## src/rtl/store_buffer_pkg.sv

```systemverilog
// Shared types for the store buffer: FSM states, queue entry layout and default sizing.
package sb_pkg;

    localparam int SB_DEPTH  = 4;
    localparam int SB_ADDR_W = 32;
    localparam int SB_DATA_W = 32;
    localparam int SB_PTR_W  = $clog2(SB_DEPTH);

    typedef enum logic [0:0] {
        SB_RUN   = 1'b0,
        SB_FLUSH = 1'b1
    } sb_state_e;

    typedef struct packed {
        logic                 valid;
        logic [SB_ADDR_W-1:0] addr;
        logic [SB_DATA_W-1:0] data;
    } sb_entry_t;

endpackage

```

## src/rtl/store_buffer_if.sv

```systemverilog
// MEM-stage and data-memory signal bundle of the store buffer; slave is the buffer's view.
interface store_buffer_if #(
    parameter int ADDR_W = sb_pkg::SB_ADDR_W,
    parameter int DATA_W = sb_pkg::SB_DATA_W,
    parameter int CNT_W  = sb_pkg::SB_PTR_W + 1
) ();

    logic              SB_st_valid;
    logic [ADDR_W-1:0] SB_st_addr;
    logic [DATA_W-1:0] SB_st_data;
    logic              SB_st_ready;
    logic              SB_ld_valid;
    logic [ADDR_W-1:0] SB_ld_addr;
    logic [DATA_W-1:0] SB_ld_data;
    logic              SB_ld_stall;
    logic              SB_flush;
    logic              SB_flush_done;
    logic              SB_empty;
    logic [CNT_W-1:0]  SB_count;
    logic [ADDR_W-1:0] SB_mem_address;
    logic [DATA_W-1:0] SB_mem_data_in;
    logic              SB_mem_write;
    logic              SB_mem_read;
    logic [DATA_W-1:0] SB_mem_data_out;

    modport master (
        output SB_st_valid, SB_st_addr, SB_st_data, SB_ld_valid, SB_ld_addr, SB_flush,
               SB_mem_data_out,
        input  SB_st_ready, SB_ld_data, SB_ld_stall, SB_flush_done, SB_empty, SB_count,
               SB_mem_address, SB_mem_data_in, SB_mem_write, SB_mem_read
    );

    modport slave (
        input  SB_st_valid, SB_st_addr, SB_st_data, SB_ld_valid, SB_ld_addr, SB_flush,
               SB_mem_data_out,
        output SB_st_ready, SB_ld_data, SB_ld_stall, SB_flush_done, SB_empty, SB_count,
               SB_mem_address, SB_mem_data_in, SB_mem_write, SB_mem_read
    );

endinterface

```

## src/rtl/store_buffer_fwd_match.sv

```systemverilog
// Load-address match over the queued stores: youngest exact hit plus any partial word overlap.
module sb_fwd_match
    import sb_pkg::*;
#(
    parameter int DEPTH  = SB_DEPTH,
    parameter int ADDR_W = SB_ADDR_W,
    localparam int PTR_W = $clog2(DEPTH)
) (
    input  sb_entry_t         entries [DEPTH],
    input  logic [ADDR_W-1:0] ld_addr,
    input  logic [PTR_W-1:0]  head,
    output logic              hit,
    output logic [PTR_W-1:0]  hit_idx,
    output logic              overlap
);

    function automatic logic words_overlap(input logic [ADDR_W-1:0] a, input logic [ADDR_W-1:0] b);
        logic [ADDR_W:0] a_ext;
        logic [ADDR_W:0] b_ext;
        a_ext = {1'b0, a};
        b_ext = {1'b0, b};
        return (a_ext < b_ext + (ADDR_W+1)'(4)) && (b_ext < a_ext + (ADDR_W+1)'(4));
    endfunction

    // Walking down from head-1 skips the free slots first, so the first valid hit is the youngest.
    always_comb begin
        logic [PTR_W-1:0] idx;
        hit     = 1'b0;
        hit_idx = '0;
        overlap = 1'b0;
        idx     = '0;
        for (int i = 1; i <= DEPTH; i++) begin
            idx = head - PTR_W'(i);
            if (entries[idx].valid) begin
                if (entries[idx].addr == ld_addr) begin
                    if (!hit) begin
                        hit     = 1'b1;
                        hit_idx = idx;
                    end
                end else if (words_overlap(entries[idx].addr, ld_addr)) begin
                    overlap = 1'b1;
                end
            end
        end
    end

endmodule

```

## src/rtl/store_buffer.sv

```systemverilog
// Store buffer: posted-write FIFO owning the data-memory port, with load forwarding and flush.
// Build macro SB_COALESCE_EN merges a store into the youngest entry when the addresses match.
module store_buffer
    import sb_pkg::*;
#(
    parameter int DEPTH  = SB_DEPTH,
    parameter int ADDR_W = SB_ADDR_W,
    parameter int DATA_W = SB_DATA_W
) (
    input  logic          clk,
    input  logic          rst_n,
    store_buffer_if.slave sb
);

    localparam int PTR_W = $clog2(DEPTH);
    localparam int CNT_W = PTR_W + 1;

    sb_state_e         state;
    sb_state_e         state_next;
    logic              flush_done_q;
    logic              flush_done_next;

    sb_entry_t         entries [DEPTH];
    logic [PTR_W-1:0]  head;
    logic [PTR_W-1:0]  tail;
    logic [CNT_W-1:0]  count;
    logic [CNT_W-1:0]  count_next;

    logic              full;
    logic              empty;
    logic              st_ready;
    logic              push;
    logic              merge;
    logic              alloc;
    logic              pop;

    logic              hit;
    logic              overlap;
    logic [PTR_W-1:0]  hit_idx;

    logic              drain;
    logic              mem_rd;
    logic              mem_wr;
    logic              ld_stall;
    logic [DATA_W-1:0] ld_data;
    logic [ADDR_W-1:0] mem_addr_q;
    logic [DATA_W-1:0] mem_wdata_q;

    assign full     = (count == CNT_W'(DEPTH));
    assign empty    = (count == '0);
    assign st_ready = !full && (state == SB_RUN);
    assign push     = sb.SB_st_valid && st_ready;

    sb_fwd_match #(
        .DEPTH  (DEPTH),
        .ADDR_W (ADDR_W)
    ) u_fwd_match (
        .entries (entries),
        .ld_addr (sb.SB_ld_addr),
        .head    (head),
        .hit     (hit),
        .hit_idx (hit_idx),
        .overlap (overlap)
    );

    // Port arbitration: a missing load owns the port unless the queue is full or must drain.
    always_comb begin
        drain    = 1'b0;
        mem_rd   = 1'b0;
        ld_stall = 1'b0;
        ld_data  = sb.SB_mem_data_out;
        if (state == SB_FLUSH) begin
            drain    = !empty;
            ld_stall = sb.SB_ld_valid;
        end else if (!sb.SB_ld_valid) begin
            drain = !empty;
        end else if (hit) begin
            drain   = !empty;
            ld_data = entries[hit_idx].data;
        end else if (overlap || full) begin
            ld_stall = 1'b1;
            drain    = 1'b1;
        end else begin
            mem_rd = 1'b1;
        end
    end

    // The reset cycle must not write memory even though the head is still presented.
    assign mem_wr = drain && rst_n;
    assign pop    = mem_wr;

`ifdef SB_COALESCE_EN
    logic [PTR_W-1:0] youngest;
    assign youngest = tail - PTR_W'(1);
    assign merge    = push && entries[youngest].valid
                      && (entries[youngest].addr == sb.SB_st_addr)
                      && !(pop && (youngest == head));
`else
    assign merge = 1'b0;
`endif

    assign alloc      = push && !merge;
    assign count_next = count + CNT_W'(alloc) - CNT_W'(pop);

    always_ff @(posedge clk) begin
        if (!rst_n) begin
            head  <= '0;
            tail  <= '0;
            count <= '0;
            for (int i = 0; i < DEPTH; i++) begin
                entries[i].valid <= 1'b0;
            end
        end else begin
            if (pop) begin
                entries[head].valid <= 1'b0;
                head                <= head + PTR_W'(1);
            end
            if (alloc) begin
                entries[tail] <= '{valid: 1'b1, addr: sb.SB_st_addr, data: sb.SB_st_data};
                tail          <= tail + PTR_W'(1);
            end
`ifdef SB_COALESCE_EN
            if (merge) begin
                entries[youngest].data <= sb.SB_st_data;
            end
`endif
            count <= count_next;
        end
    end

    // Memory address/data hold their last driven value while the port idles.
    always_ff @(posedge clk) begin
        if (mem_wr || mem_rd) begin
            mem_addr_q <= sb.SB_mem_address;
        end
        if (mem_wr) begin
            mem_wdata_q <= sb.SB_mem_data_in;
        end
    end

    always_ff @(posedge clk) begin
        if (!rst_n) begin
            state        <= SB_RUN;
            flush_done_q <= 1'b0;
        end else begin
            state        <= state_next;
            flush_done_q <= flush_done_next;
        end
    end

    always_comb begin
        state_next      = state;
        flush_done_next = 1'b0;
        case (state)
            SB_RUN: begin
                if (sb.SB_flush) begin
                    if (count_next == '0) begin
                        flush_done_next = 1'b1;
                    end else begin
                        state_next = SB_FLUSH;
                    end
                end
            end
            SB_FLUSH: begin
                if (count_next == '0) begin
                    state_next      = SB_RUN;
                    flush_done_next = 1'b1;
                end
            end
            default: state_next = SB_RUN;
        endcase
    end

    assign sb.SB_st_ready     = st_ready;
    assign sb.SB_ld_stall     = ld_stall;
    assign sb.SB_ld_data      = ld_data;
    assign sb.SB_flush_done   = flush_done_q;
    assign sb.SB_empty        = empty;
    assign sb.SB_count        = count;
    assign sb.SB_mem_write    = mem_wr;
    assign sb.SB_mem_read     = mem_rd;
    assign sb.SB_mem_address  = mem_wr ? entries[head].addr : (mem_rd ? sb.SB_ld_addr : mem_addr_q);
    assign sb.SB_mem_data_in  = mem_wr ? entries[head].data : mem_wdata_q;

endmodule

```

## src/flat_wrapper.sv

```systemverilog
// flat-port wrapper written by rule: the top's interface ports become plain ports
module store_buffer_flat import sb_pkg::*;
#(
    parameter int DEPTH  = SB_DEPTH,
    parameter int ADDR_W = SB_ADDR_W,
    parameter int DATA_W = SB_DATA_W
)
  (clk, rst_n, sb_SB_st_valid, sb_SB_st_addr, sb_SB_st_data, sb_SB_ld_valid, sb_SB_ld_addr, sb_SB_flush, sb_SB_mem_data_out, sb_SB_st_ready, sb_SB_ld_data, sb_SB_ld_stall, sb_SB_flush_done, sb_SB_empty, sb_SB_count, sb_SB_mem_address, sb_SB_mem_data_in, sb_SB_mem_write, sb_SB_mem_read);
  store_buffer_if #(.ADDR_W(ADDR_W), .DATA_W(DATA_W), .CNT_W((3))) sb_i ();
  input  logic clk;
  input  logic rst_n;
  input wire logic [$bits(sb_i.SB_st_valid)-1:0] sb_SB_st_valid;
  input wire logic [$bits(sb_i.SB_st_addr)-1:0] sb_SB_st_addr;
  input wire logic [$bits(sb_i.SB_st_data)-1:0] sb_SB_st_data;
  input wire logic [$bits(sb_i.SB_ld_valid)-1:0] sb_SB_ld_valid;
  input wire logic [$bits(sb_i.SB_ld_addr)-1:0] sb_SB_ld_addr;
  input wire logic [$bits(sb_i.SB_flush)-1:0] sb_SB_flush;
  input wire logic [$bits(sb_i.SB_mem_data_out)-1:0] sb_SB_mem_data_out;
  output wire logic [$bits(sb_i.SB_st_ready)-1:0] sb_SB_st_ready;
  output wire logic [$bits(sb_i.SB_ld_data)-1:0] sb_SB_ld_data;
  output wire logic [$bits(sb_i.SB_ld_stall)-1:0] sb_SB_ld_stall;
  output wire logic [$bits(sb_i.SB_flush_done)-1:0] sb_SB_flush_done;
  output wire logic [$bits(sb_i.SB_empty)-1:0] sb_SB_empty;
  output wire logic [$bits(sb_i.SB_count)-1:0] sb_SB_count;
  output wire logic [$bits(sb_i.SB_mem_address)-1:0] sb_SB_mem_address;
  output wire logic [$bits(sb_i.SB_mem_data_in)-1:0] sb_SB_mem_data_in;
  output wire logic [$bits(sb_i.SB_mem_write)-1:0] sb_SB_mem_write;
  output wire logic [$bits(sb_i.SB_mem_read)-1:0] sb_SB_mem_read;
  assign sb_i.SB_st_valid = sb_SB_st_valid;
  assign sb_i.SB_st_addr = sb_SB_st_addr;
  assign sb_i.SB_st_data = sb_SB_st_data;
  assign sb_i.SB_ld_valid = sb_SB_ld_valid;
  assign sb_i.SB_ld_addr = sb_SB_ld_addr;
  assign sb_i.SB_flush = sb_SB_flush;
  assign sb_i.SB_mem_data_out = sb_SB_mem_data_out;
  assign sb_SB_st_ready = sb_i.SB_st_ready;
  assign sb_SB_ld_data = sb_i.SB_ld_data;
  assign sb_SB_ld_stall = sb_i.SB_ld_stall;
  assign sb_SB_flush_done = sb_i.SB_flush_done;
  assign sb_SB_empty = sb_i.SB_empty;
  assign sb_SB_count = sb_i.SB_count;
  assign sb_SB_mem_address = sb_i.SB_mem_address;
  assign sb_SB_mem_data_in = sb_i.SB_mem_data_in;
  assign sb_SB_mem_write = sb_i.SB_mem_write;
  assign sb_SB_mem_read = sb_i.SB_mem_read;
  store_buffer #(.DEPTH(DEPTH), .ADDR_W(ADDR_W), .DATA_W(DATA_W)) u_core (.clk(clk), .rst_n(rst_n), .sb(sb_i));
endmodule
```

## config.mk

```make
export PLATFORM = sky130hd
export DESIGN_NAME = store_buffer_flat
export DESIGN_NICKNAME = d
export VERILOG_FILES = /design/src/rtl/store_buffer_pkg.sv /design/src/rtl/store_buffer_if.sv /design/src/rtl/store_buffer_fwd_match.sv /design/src/rtl/store_buffer.sv /design/src/flat_wrapper.sv
export SDC_FILE = /design/constraint.sdc
export NUM_CORES = 1
export LEC_CHECK = 0
export BUFFER_PORTS_ARGS = -buffer_cell sky130_fd_sc_hd__buf_2
export CORE_ASPECT_RATIO = 1.5
export CORE_MARGIN = 2
export CORE_UTILIZATION = 35
export DETAILED_ROUTE_END_ITERATION = 8
export GPL_ROUTABILITY_DRIVEN = 0
export PLACE_DENSITY = 0.62
export SLEW_MARGIN = 20
export SYNTH_ARGS = -nofsm -noshare
export SYNTH_HDL_FRONTEND = slang
export SYNTH_SLANG_ARGS = --single-unit
```

## constraint.sdc

```tcl
create_clock -name clk -period 20.4 [get_ports clk]
set_input_delay 4.08 -clock clk [delete_from_list [all_inputs] [get_ports clk]]
set_output_delay 4.08 -clock clk [all_outputs]
set_load 0.05 [all_outputs]
```

== After elaboration in Yosys (flattened, before gate mapping) ==
Cells that the tools add are included.

* Equality and inequality tests: 5
* Reduce and logical (&&, ||, !) cells: 15
* Bitwise logic cells: 7
* Add/subtract/negate cells: 12
* Order comparisons: 16
* Muxes and demuxes: 78

{| class="wikitable"
|+ Operators with widths
! cell !! count
|-
| $mux W260 || 3
|-
| $bmux W65 S2 || 5
|-
| $mux W65 || 10
|-
| $bwmux W260 || 2
|-
| $lt A32 B33 Y1 || 8
|-
| $demux W65 S2 || 2
|-
| $mux W32 || 8
|-
| $add A32 B3 Y33 const B || 5
|-
| $eq A32 B32 Y1 || 4
|-
| $mux W1 || 35
|-
| $mux W2 || 11
|-
| $ge A3 B3 Y1 const B || 6
|-
| $not A2 Y3 || 6
|-
| $logic_and A1 B1 Y1 || 9
|-
| $logic_not A3 Y1 || 2
|-
| $lt A3 B1 Y1 const B || 2
|-
| $add A2 B1 Y2 const B || 2
|-
| $pmux W1 S2 || 2
|-
| $sub A2 B2 Y2 const B || 2
|-
| $add A3 B1 Y3 || 1
|-
| $eq A3 B3 Y1 const B || 1
|-
| $sub A3 B1 Y3 || 1
|-
| $logic_not A1 Y1 || 2
|-
| $logic_or A1 B1 Y1 || 2
|-
| 2 further kinds || 2
|}

* Register bits: 333
* Output and inout bits: 105
* Word-level logic and storage cells: 152
* Input port bits: 133

== Depth between registers and ports, before layout ==
Gate-level depths: netlist of the first run.

* Depth after elaboration: 31
* Gate-level depth with buffers: 45
* Depth with buffers taken out: 30

== Cells and area by module ==
From an unflattened synthesis of the first run, not the netlist that was laid out.

* Cells, all modules: 2617
* Area, all modules: 29543.3 um2

{| class="wikitable"
|+ By module, submodules not included
! module !! cells an instance !! sequential area each (um2) !! area each (um2) !! times used
|-
| store_buffer || 958 || 9869.5 || 15835.2 || 1
|-
| sb_fwd_match || 1659 || 0.0 || 13708.1 || 1
|}

== Worst setup path after synthesis of the first run ==
OpenSTA, ideal clock, no wires.

* Path type: input-to-output
* Start point: input sb_SB_ld_addr[5]
* End point: output sb_SB_ld_stall
* Setup slack: 7.216 ns
* Cell stages on the path: 20
* Path buffers: 2
* Arrival time: 9.104 ns
* Cells stage by stage: buf_2 -> and4_1 -> and4_1 -> clkbuf_1 -> inv_1 -> nor2_1 -> and4_1 -> nand2_1 -> or4_1 -> xnor2_1 -> ha_1 -> nor2b_1 -> a2111oi_0 -> o31ai_1 -> a211oi_1 -> nor3_1 -> or4_1 -> nand3_1 -> o21ai_0 -> a21boi_0

* Cells in the longest elaborated chain, start to end: 20
* Elaborated cells between the ends (all ways): 42

{| class="wikitable"
|+ RTL lines
! element !! line !! source
|-
| start: declaration || flat_wrapper.sv:16 || <nowiki>input wire logic [$bits(sb_i.SB_ld_addr)-1:0] sb_SB_ld_addr;</nowiki>
|-
| $add A32 B3 Y33 || store_buffer_fwd_match.sv:22 || <nowiki>return (a_ext < b_ext + (ADDR_W+1)'(4)) && (b_ext < a_ext + (ADDR_W+1)'(4));</nowiki>
|-
| $lt A32 B33 Y1 || store_buffer_fwd_match.sv:22 ||
|-
| $logic_and A1 B1 Y1 || store_buffer_fwd_match.sv:22 ||
|-
| $mux W1 || store_buffer_fwd_match.sv:40 || <nowiki>end else if (words_overlap(entries[idx].addr, ld_addr)) begin</nowiki>
|-
| $mux W1 || store_buffer_fwd_match.sv:35 || <nowiki>if (entries[idx].addr == ld_addr) begin</nowiki>
|-
| $mux W1 || store_buffer_fwd_match.sv:34 || <nowiki>if (entries[idx].valid) begin</nowiki>
|-
| $mux W1 || store_buffer_fwd_match.sv:40 ||
|-
| $mux W1 || store_buffer_fwd_match.sv:35 ||
|-
| [... 4 more ...] || n/a ||
|-
| $mux W1 || store_buffer_fwd_match.sv:40 ||
|-
| $mux W1 || store_buffer_fwd_match.sv:35 ||
|-
| $mux W1 || store_buffer_fwd_match.sv:34 ||
|-
| $logic_or A1 B1 Y1 || store_buffer.sv:80 || <nowiki>end else if (overlap || full) begin</nowiki>
|-
| $mux W1 || store_buffer.sv:80 ||
|-
| $mux W1 * || store_buffer.sv:77 || <nowiki>end else if (hit) begin</nowiki>
|-
| $mux W1 * || store_buffer.sv:75 || <nowiki>end else if (!sb.SB_ld_valid) begin</nowiki>
|-
| $mux W1 * || store_buffer.sv:72 || <nowiki>if (state == SB_FLUSH) begin</nowiki>
|-
| end: declaration || flat_wrapper.sv:21 || <nowiki>output wire logic [$bits(sb_i.SB_ld_stall)-1:0] sb_SB_ld_stall;</nowiki>
|}

Mark *: on every way between the ends. The rest lies on a longest branch, timed or not.

== Final worst setup path of the first run ==
* Start point: input sb_SB_ld_addr[4]
* End point: output sb_SB_mem_data_in[27]

* Cells in the longest elaborated chain, start to end: 22
* Elaborated cells between the ends (all ways): 44

{| class="wikitable"
|+ RTL lines
! element !! line !! source
|-
| $add A32 B3 Y33 || store_buffer_fwd_match.sv:22 ||
|-
| $lt A32 B33 Y1 || store_buffer_fwd_match.sv:22 ||
|-
| $logic_and A1 B1 Y1 || store_buffer_fwd_match.sv:22 ||
|-
| $mux W1 || store_buffer_fwd_match.sv:40 ||
|-
| $mux W1 || store_buffer_fwd_match.sv:35 ||
|-
| $mux W1 || store_buffer_fwd_match.sv:34 ||
|-
| $mux W1 || store_buffer_fwd_match.sv:40 ||
|-
| $mux W1 || store_buffer_fwd_match.sv:35 ||
|-
| [... 6 more ...] || n/a ||
|-
| $mux W1 || store_buffer_fwd_match.sv:34 ||
|-
| $logic_or A1 B1 Y1 || store_buffer.sv:80 ||
|-
| $mux W1 || store_buffer.sv:80 ||
|-
| $mux W1 * || store_buffer.sv:77 ||
|-
| $mux W1 * || store_buffer.sv:75 ||
|-
| $mux W1 * || store_buffer.sv:72 ||
|-
| $logic_and A1 B1 Y1 * || store_buffer.sv:89 || <nowiki>assign mem_wr = drain && rst_n;</nowiki>
|-
| $mux W32 * || store_buffer.sv:183 || <nowiki>assign sb.SB_mem_data_in = mem_wr ? entries[head].data : mem_wdata_q;</nowiki>
|-
| end: declaration || flat_wrapper.sv:26 || <nowiki>output wire logic [$bits(sb_i.SB_mem_data_in)-1:0] sb_SB_mem_data_in;</nowiki>
|}

Marked as above.

==> results of run 1 <==
## power by group through the flow
stage	logic (mW)	registers [mW]	clock network, mW
2_1_floorplan	2.58	0.989	0
3_3_place_gp	3.43	1.03	0
3_5_place_dp	3.45	1.03	0
4_1_cts	3.47	1.02	0.742
5_1_grt	3.78	1.04	0.767
6_report	3.55	1.02	0.728
## layout by cell type (no fill, tap or decap), types with 16 or more instances in the layout
| master | Yosys | final |
|---|---|---|
| edfxtp_1 | 320 | 320 |
| and2_1 | 269 | 269 |
| ha_1 | 267 | 266 |
| buf_2 | 27 | 237 |
| mux2i_1 | 202 | 202 |
| a21oi_1 | 168 | 166 |
| nand2_1 | 156 | 155 |
| xnor2_1 | 147 | 147 |
| nor2_1 | 139 | 134 |
| mux4_2 | 129 | 129 |
| xor2_1 | 93 | 93 |
| a21o_1 | 74 | 74 |
| nand3_1 | 71 | 71 |
| nand4_1 | 70 | 70 |
| o221ai_1 | 69 | 69 |
| inv_1 | 53 | 53 |
| o21ai_0 | 47 | 47 |
| o211ai_1 | 45 | 45 |
| clkbuf_16 | 0 | 41 |
| a221oi_1 | 40 | 40 |
| and3_1 | 42 | 38 |
| a31oi_1 | 34 | 34 |
| buf_4 | 22 | 32 |
| o22ai_1 | 31 | 31 |
| a22o_1 | 31 | 31 |
| mux2_4 | 29 | 29 |
| nor2b_1 | 29 | 27 |
| mux2_2 | 26 | 26 |
| nor3_1 | 25 | 24 |
| o21a_1 | 16 | 16 |
## final cells by class
cell class / instances / area share [%]
Antenna cell: 5 / 0.0359
Clock buffer: 44 / 2.98
Clock inverter: 30 / 0.791
Inverter: 57 / 0.629
Multi-Input combinational cell: 2408 / 58.8
Sequential cell: 333 / 28.4
Tap cell: 1156 / 4.16
Timing Repair Buffer: 271 / 4.21
## critical path: stages
cell and delay (ns):
buf_2 0.34, and4_1 0.31, and4_1 0.35, inv_1 0.07, nor2_1 0.14, and4_1 0.36
nand2_1 0.14, or4_1 0.45, xnor2_1 0.38, ha_1 0.32, nor2b_1 0.13, a2111oi_0 0.72
o31ai_1 0.16, a211oi_1 0.21, nor3_1 0.08, or4_1 0.62, nand4_4 0.09, buf_4 0.64
nor2b_4 0.77, buf_4 0.69, mux2_4 0.36, buf_2 0.21
## stage by stage
| step | instance area, sq um | cells | power, mW | util, % | hold WS [ns] |
|---|---|---|---|---|---|
| after floorplan | 31500 | 2996 | 3.57 | - | 0.514 |
| after global placement | 33500 | 4225 | 4.45 | 37.6 | 0.544 |
| after detailed placement | 33500 | 4225 | 4.49 | 37.6 | 0.547 |
| after CTS | 34800 | 4299 | 5.23 | 39.1 | 0.561 |
| after global routing | 34800 | 4302 | 5.58 | 39.1 | 0.580 |
| final | 34800 | 4304 | 5.30 | 39.1 | 0.562 |
## worst max path at each step
stage | cells after the start | from | endpoint | slack [ns]
after floorplan | 20 | sb_SB_ld_addr[5] | sb_SB_ld_stall | 7.22
after global placement | 22 | sb_SB_ld_addr[7] | sb_SB_mem_data_in[31] | 4.68
after detailed placement | 22 | sb_SB_ld_addr[7] | sb_SB_mem_data_in[1] | 4.57
after CTS | 22 | sb_SB_ld_addr[7] | sb_SB_mem_data_in[1] | 4.56
after global routing | 21 | sb_SB_ld_addr[10] | sb_SB_mem_data_in[1] | 4.19
final | 22 | sb_SB_ld_addr[4] | sb_SB_mem_data_in[27] | 4.49
## logic make-up after synthesis
kind of cell,Yosys count
compound gates,633
xor+xnor,240
fa+ha+maj,268
buf+inv,255
flops,333
mux,387
simple gates,880
## per-layer routing
layer	vias up	GRT usage (%)	wire [microns]
li1	11793	-	-
met1	12971	28.7	43800
met2	1407	43.6	58300
met3	400	5.72	10400
met4	24	17.8	9540
met5	-	0	145
## registers in the layout, summed over array words and instances (netlist names)
register / flops
u_core.entries: 260
u_core.head: 2
u_core.mem_addr_q: 32
u_core.mem_wdata_q: 32
u_core.sb.SB_count: 3
u_core.sb.SB_flush_done: 1
u_core.state: 1
u_core.tail: 2
==> metrics.cfg, run 1 <==
[status]
outcome=completed

[synthesis]
muxShareOfSynthArea_pct=18.0
yosysTopAreaCellShare_pct=30.5
synth_fa_ha_area_share_pct=10.7
yosys.area_share.simple_pct=15.2
yosysTopAreaCell=edfxtp_1
ys_ff_latch=333
syn-instance-count=2996
synth_top_family_by_area=multiplexers
yosys_warnings=0
async_reset_ff_share_pct=0
synth_compound_area_share_pct=14.0
synthDistinctLibCells=92
synthesis.area_sq_um=31500
synth-xor-area-share_pct=6.68
syn_avg_cell_area_sq_um=10.5
synth_ff_type=edfxtp_1
ys_seq_area_share_pct=31.4
synthesis.nets=3397
synth_edf_count=320
synth.most_common_cell=edfxtp_1
synthTopCellsByCount=edfxtp_1 (320), and2_1 (269), ha_1 (267), mux2i_1 (202), a21oi_1 (168)
synthTopCellsByArea=edfxtp_1 (31%), ha_1 (11%), mux4_2 (9.2%)

[pwr]
ir_drop_v=0.000111
p_comb_share_pct=67.0
p_leak_nw=12.8
switching_power_mw=2.70
power_density_nw_per_um2=152
p_int_mw=2.61
clkPwrFrac_pct=13.7
switching_share_pct=50.8
power_frac_seq_pct=19.3

[grt]
grt_pass1_vias=25556
grt_pass1_wl_mm=175
grt_use_total_pct=25.7
antenna_found_initial=22
grt_max_degree=172
grt_overflow=0

[routing]
drt_iter0_drc=2658
drc=0
vias=26595
drt-total-wl_mm=122
viasPerCell=6.18
final_antenna_net_count=0
first_pass_iters=8
wire_per_inst_microns=28.4

[floorplan]
die_w_microns=249
std_cell_rows=134
io_pins=238
initial_core_util_pct=35.3
dieArea_sq_um=92400
fp.dieH_microns=371
core_area_sq_um=89000

[hold_path]
hp-start=u_core.tail[1]
whs_path_depth=2
hold_class=reg2reg
min_to=u_core.tail[1]

[worst_setup_path]
r2r-start=u_core.head[0]
worstPathMaxFanout=70
r2r_end=u_core.state
path_class=in2out
cp_data_arrival_time_ns=11.83
r2r_slack_ns=9.91
critPathCaptureType=primary output
cp.required_ns=16.32
cp-start-kind=input port
reg2regPathDepth=32

[layout]
areaGrowthSynthToFinish_pct=10.6
multiInputGateArea_sq_um=20500
ff_latch_area_sq_um=9880
drive_gt1_share_pct=17.9
fillers=8730
nets=3512

[sta]
finalSetupTns_ns=0
fmax_mhz=62.9
final.setup_skew_ns=0.0292
fin_ws_ns=4.49
slew_headroom_pct=17.7
fin_crit_ns=15.91
hold_viol_final=0
tightest_slew_ns=1.23
slew_viol_final=0
setup_viol=0
grt_setup_unrepaired=false
finalCritPeriodShare_pct=78.0

[clock_tree]
ctsHoldBuffers=0
cts-root-buf=clkbuf_16
cts.sinks=333
postCtsSetupBuffers=0
clk_latency_ns=0.59
clk_pin_slew_ns=0.06
cts_made_buffers=40
cts_tree=done
cts_buffer_depth=3
ctsResizeCount=0
cts_max_level=2

[placement]
dp_slack_ns=4.57
numPortBuffers=237
place_hpwl_mm=85.7

[job]
cap_violations=0

Power figures use the tool's default switching activity.
==> inputs of run 2 (changes only) <==
- PLACE_DENSITY: 0.62 -> 0.64
- clock period: 20.4 -> 12.9 ns (I/O delays scaled with it)
==> run 2 against run 1 <==
  * Die area did not move
  * Non-clock buffer count grew 8
  * Cell count grew 0.21%
  * First-iteration DRC count shrank 4.6%
  * Core utilization increased by 0.065 points
  * Sequential power is 54% higher
  * Clock power up 59%
  * Sequential share of layout area hardly changed
  * Final area increased by 0.17%
  * Via count rose by 1.6%
  * Total power grew 60%
  * Clock skew is 0.0094 ns higher
  * Critical path type is now reg2out
  * Critical endpoint is now sb_SB_mem_data_in[0]
  * Highest routed layer unchanged
==> metrics.cfg, run 2 (synthesis results as in run 1) <==
[status]
outcome=completed

[grt]
grt_pass1_wl_mm=177
grt_max_degree=192
grt_overflow=0
grt_use_total_pct=26.0
grt_pass1_vias=26277
antenna_found_initial=25

[pwr]
p_int_mw=4.15
power_density_nw_per_um2=243
p_leak_nw=12.9
power_frac_seq_pct=18.6
p_comb_share_pct=67.8
ir_drop_v=0.000159
clkPwrFrac_pct=13.7
switching_power_mw=4.32
switching_share_pct=51.0

[floorplan]
fp.dieH_microns=371
std_cell_rows=134
dieArea_sq_um=92400
io_pins=238
initial_core_util_pct=35.3
die_w_microns=249
core_area_sq_um=89000

[clock_tree]
cts.sinks=333
clk_pin_slew_ns=0.06
cts_made_buffers=40
cts_tree=done
ctsResizeCount=0
clk_latency_ns=0.60
cts_buffer_depth=3
cts_max_level=2
cts-root-buf=clkbuf_16
postCtsSetupBuffers=0
ctsHoldBuffers=0

[layout]
multiInputGateArea_sq_um=20500
largest_reg_flops=260
nets=3520
fillers=8789
largest_register=u_core.entries
reg.largest.list=u_core.entries (260), u_core.mem_addr_q (32), u_core.mem_wdata_q (32)
areaGrowthSynthToFinish_pct=10.8
ff_latch_area_sq_um=9880
drive_gt1_share_pct=18.0
final_cell_mix=edfxtp_1 (320), and2_1 (269), ha_1 (266)
layout.cells.most_common=edfxtp_1

[sta]
fin_crit_ns=12.04
tightest_slew_ns=1.16
fmax_mhz=83.1
grt_setup_unrepaired=false
finalSetupTns_ns=0
slew_headroom_pct=21.9
whs_ns=0.563
setup_viol=0
slew_viol_final=0
final.setup_skew_ns=0.0385
finalCritPeriodShare_pct=93.3
hold_viol_final=0

[worst_setup_path]
cp.required_ns=10.32
critPathCaptureType=primary output
r2r_slack_ns=2.90
cp-start-kind=flop
worstPathMaxFanout=50
r2r-start=u_core.head[0]
r2r_end=u_core.sb.SB_flush_done
cp_data_arrival_time_ns=9.46
path_class=reg2out
reg2regPathDepth=30

[routing]
viasPerCell=6.27
vias=27028
drt-total-wl_mm=124
final_antenna_net_count=0
drc=0
drt_iter0_drc=2536
wire_per_inst_microns=28.7
first_pass_iters=8

[hold_path]
whs_path_depth=2
min_to=u_core.tail[1]
hold_class=reg2reg
hp-start=u_core.tail[1]

[placement]
numPortBuffers=237
place_hpwl_mm=86.6

[job]
cap_violations=0

==> run 2: cell count changes in the layout (fill, tap and decap cells not counted), moves of 2 or more <==
cell | before | now
clkinvlp_4 | 6 | 3
clkinv_4 | 5 | 1
buf_4 | 32 | 40
clkinv_1 | 10 | 8
clkinv_2 | 3 | 5
clkbuf_1 | 3 | 8
diode_2 | 5 | 7
==> run 2: how the worst max path moves through the flow <==
stage,from,cells past startpoint,endpoint,slack (ns)
after floorplan,u_core.head[0],35,sb_SB_ld_stall,2.71
after global placement,sb_SB_ld_addr[4],21,sb_SB_mem_data_in[0],1.20
after detailed placement,sb_SB_ld_addr[4],21,sb_SB_mem_data_in[0],1.09
after CTS,u_core.head[0],25,sb_SB_mem_data_in[0],0.88
after global routing,u_core.head[0],25,sb_SB_mem_data_in[0],0.33
final,u_core.head[0],23,sb_SB_mem_data_in[0],0.86
==> run 2: worst max-delay path, stage by stage (launching register included) <==
cell and delay, ns:
dfxtp_4 0.75, inv_6 0.32, ha_4 0.85, buf_4 0.56
mux2i_1 0.20, mux2i_1 0.55, nand4_1 0.34, nor2_1 0.22
nand3_1 0.18, or3_1 0.46, xor2_1 0.17, ha_1 0.30
a21o_1 0.16, a211oi_1 0.30, o2111ai_1 0.14, and2_0 0.17
a311oi_1 0.27, a31oi_1 0.12, or4_1 0.50, nand4_4 0.12
nor2b_4 0.64, buf_4 0.73, mux2_2 0.42, buf_2 0.21
==> run 2: final cells by class <==
class | instances | area share (%)
Inverter | 57 | 0.628
Multi-Input combinational cell | 2408 | 58.7
Clock inverter | 23 | 0.639
Antenna cell | 7 | 0.0502
Clock buffer | 50 | 3.07
Timing Repair Buffer | 279 | 4.40
Tap cell | 1156 | 4.15
Sequential cell | 333 | 28.3
==> run 2: metal layers <==
layer / vias to the layer above / share of wire, % / GRT usage (%)
li1: 11799 / - / -
met1: 13229 / 35 / 28.6
met3: 473 / 9.3 / 6.29
met5: - / 0.12 / 0
met2: 1505 / 47 / 43.8
met4: 22 / 8.5 / 19.3
==> run 2: power groups by stage <==
| stage | registers [mW] | logic (mW) | clock network, mW |
|---|---|---|---|
| after floorplan | 1.56 | 4.09 | 0 |
| after global placement | 1.59 | 5.49 | 0 |
| after detailed placement | 1.59 | 5.55 | 0 |
| after CTS | 1.57 | 5.57 | 1.19 |
| after global routing | 1.60 | 6.08 | 1.22 |
| final | 1.57 | 5.74 | 1.16 |
==> run 2: through the flow <==
| stage | setup WS (ns) | power (mW) | instances | area, sq um | util, % |
|---|---|---|---|---|---|
| after detailed placement | 1.09 | 7.14 | 4232 | 33500 | 37.7 |
| final | 0.860 | 8.47 | 4313 | 34900 | 39.2 |
| after CTS | 0.880 | 8.33 | 4305 | 34800 | 39.1 |
| after floorplan | 2.71 | 5.65 | 2996 | 31500 | - |
| after global routing | 0.332 | 8.90 | 4307 | 34800 | 39.1 |
| after global placement | 1.20 | 7.07 | 4232 | 33500 | 37.7 |
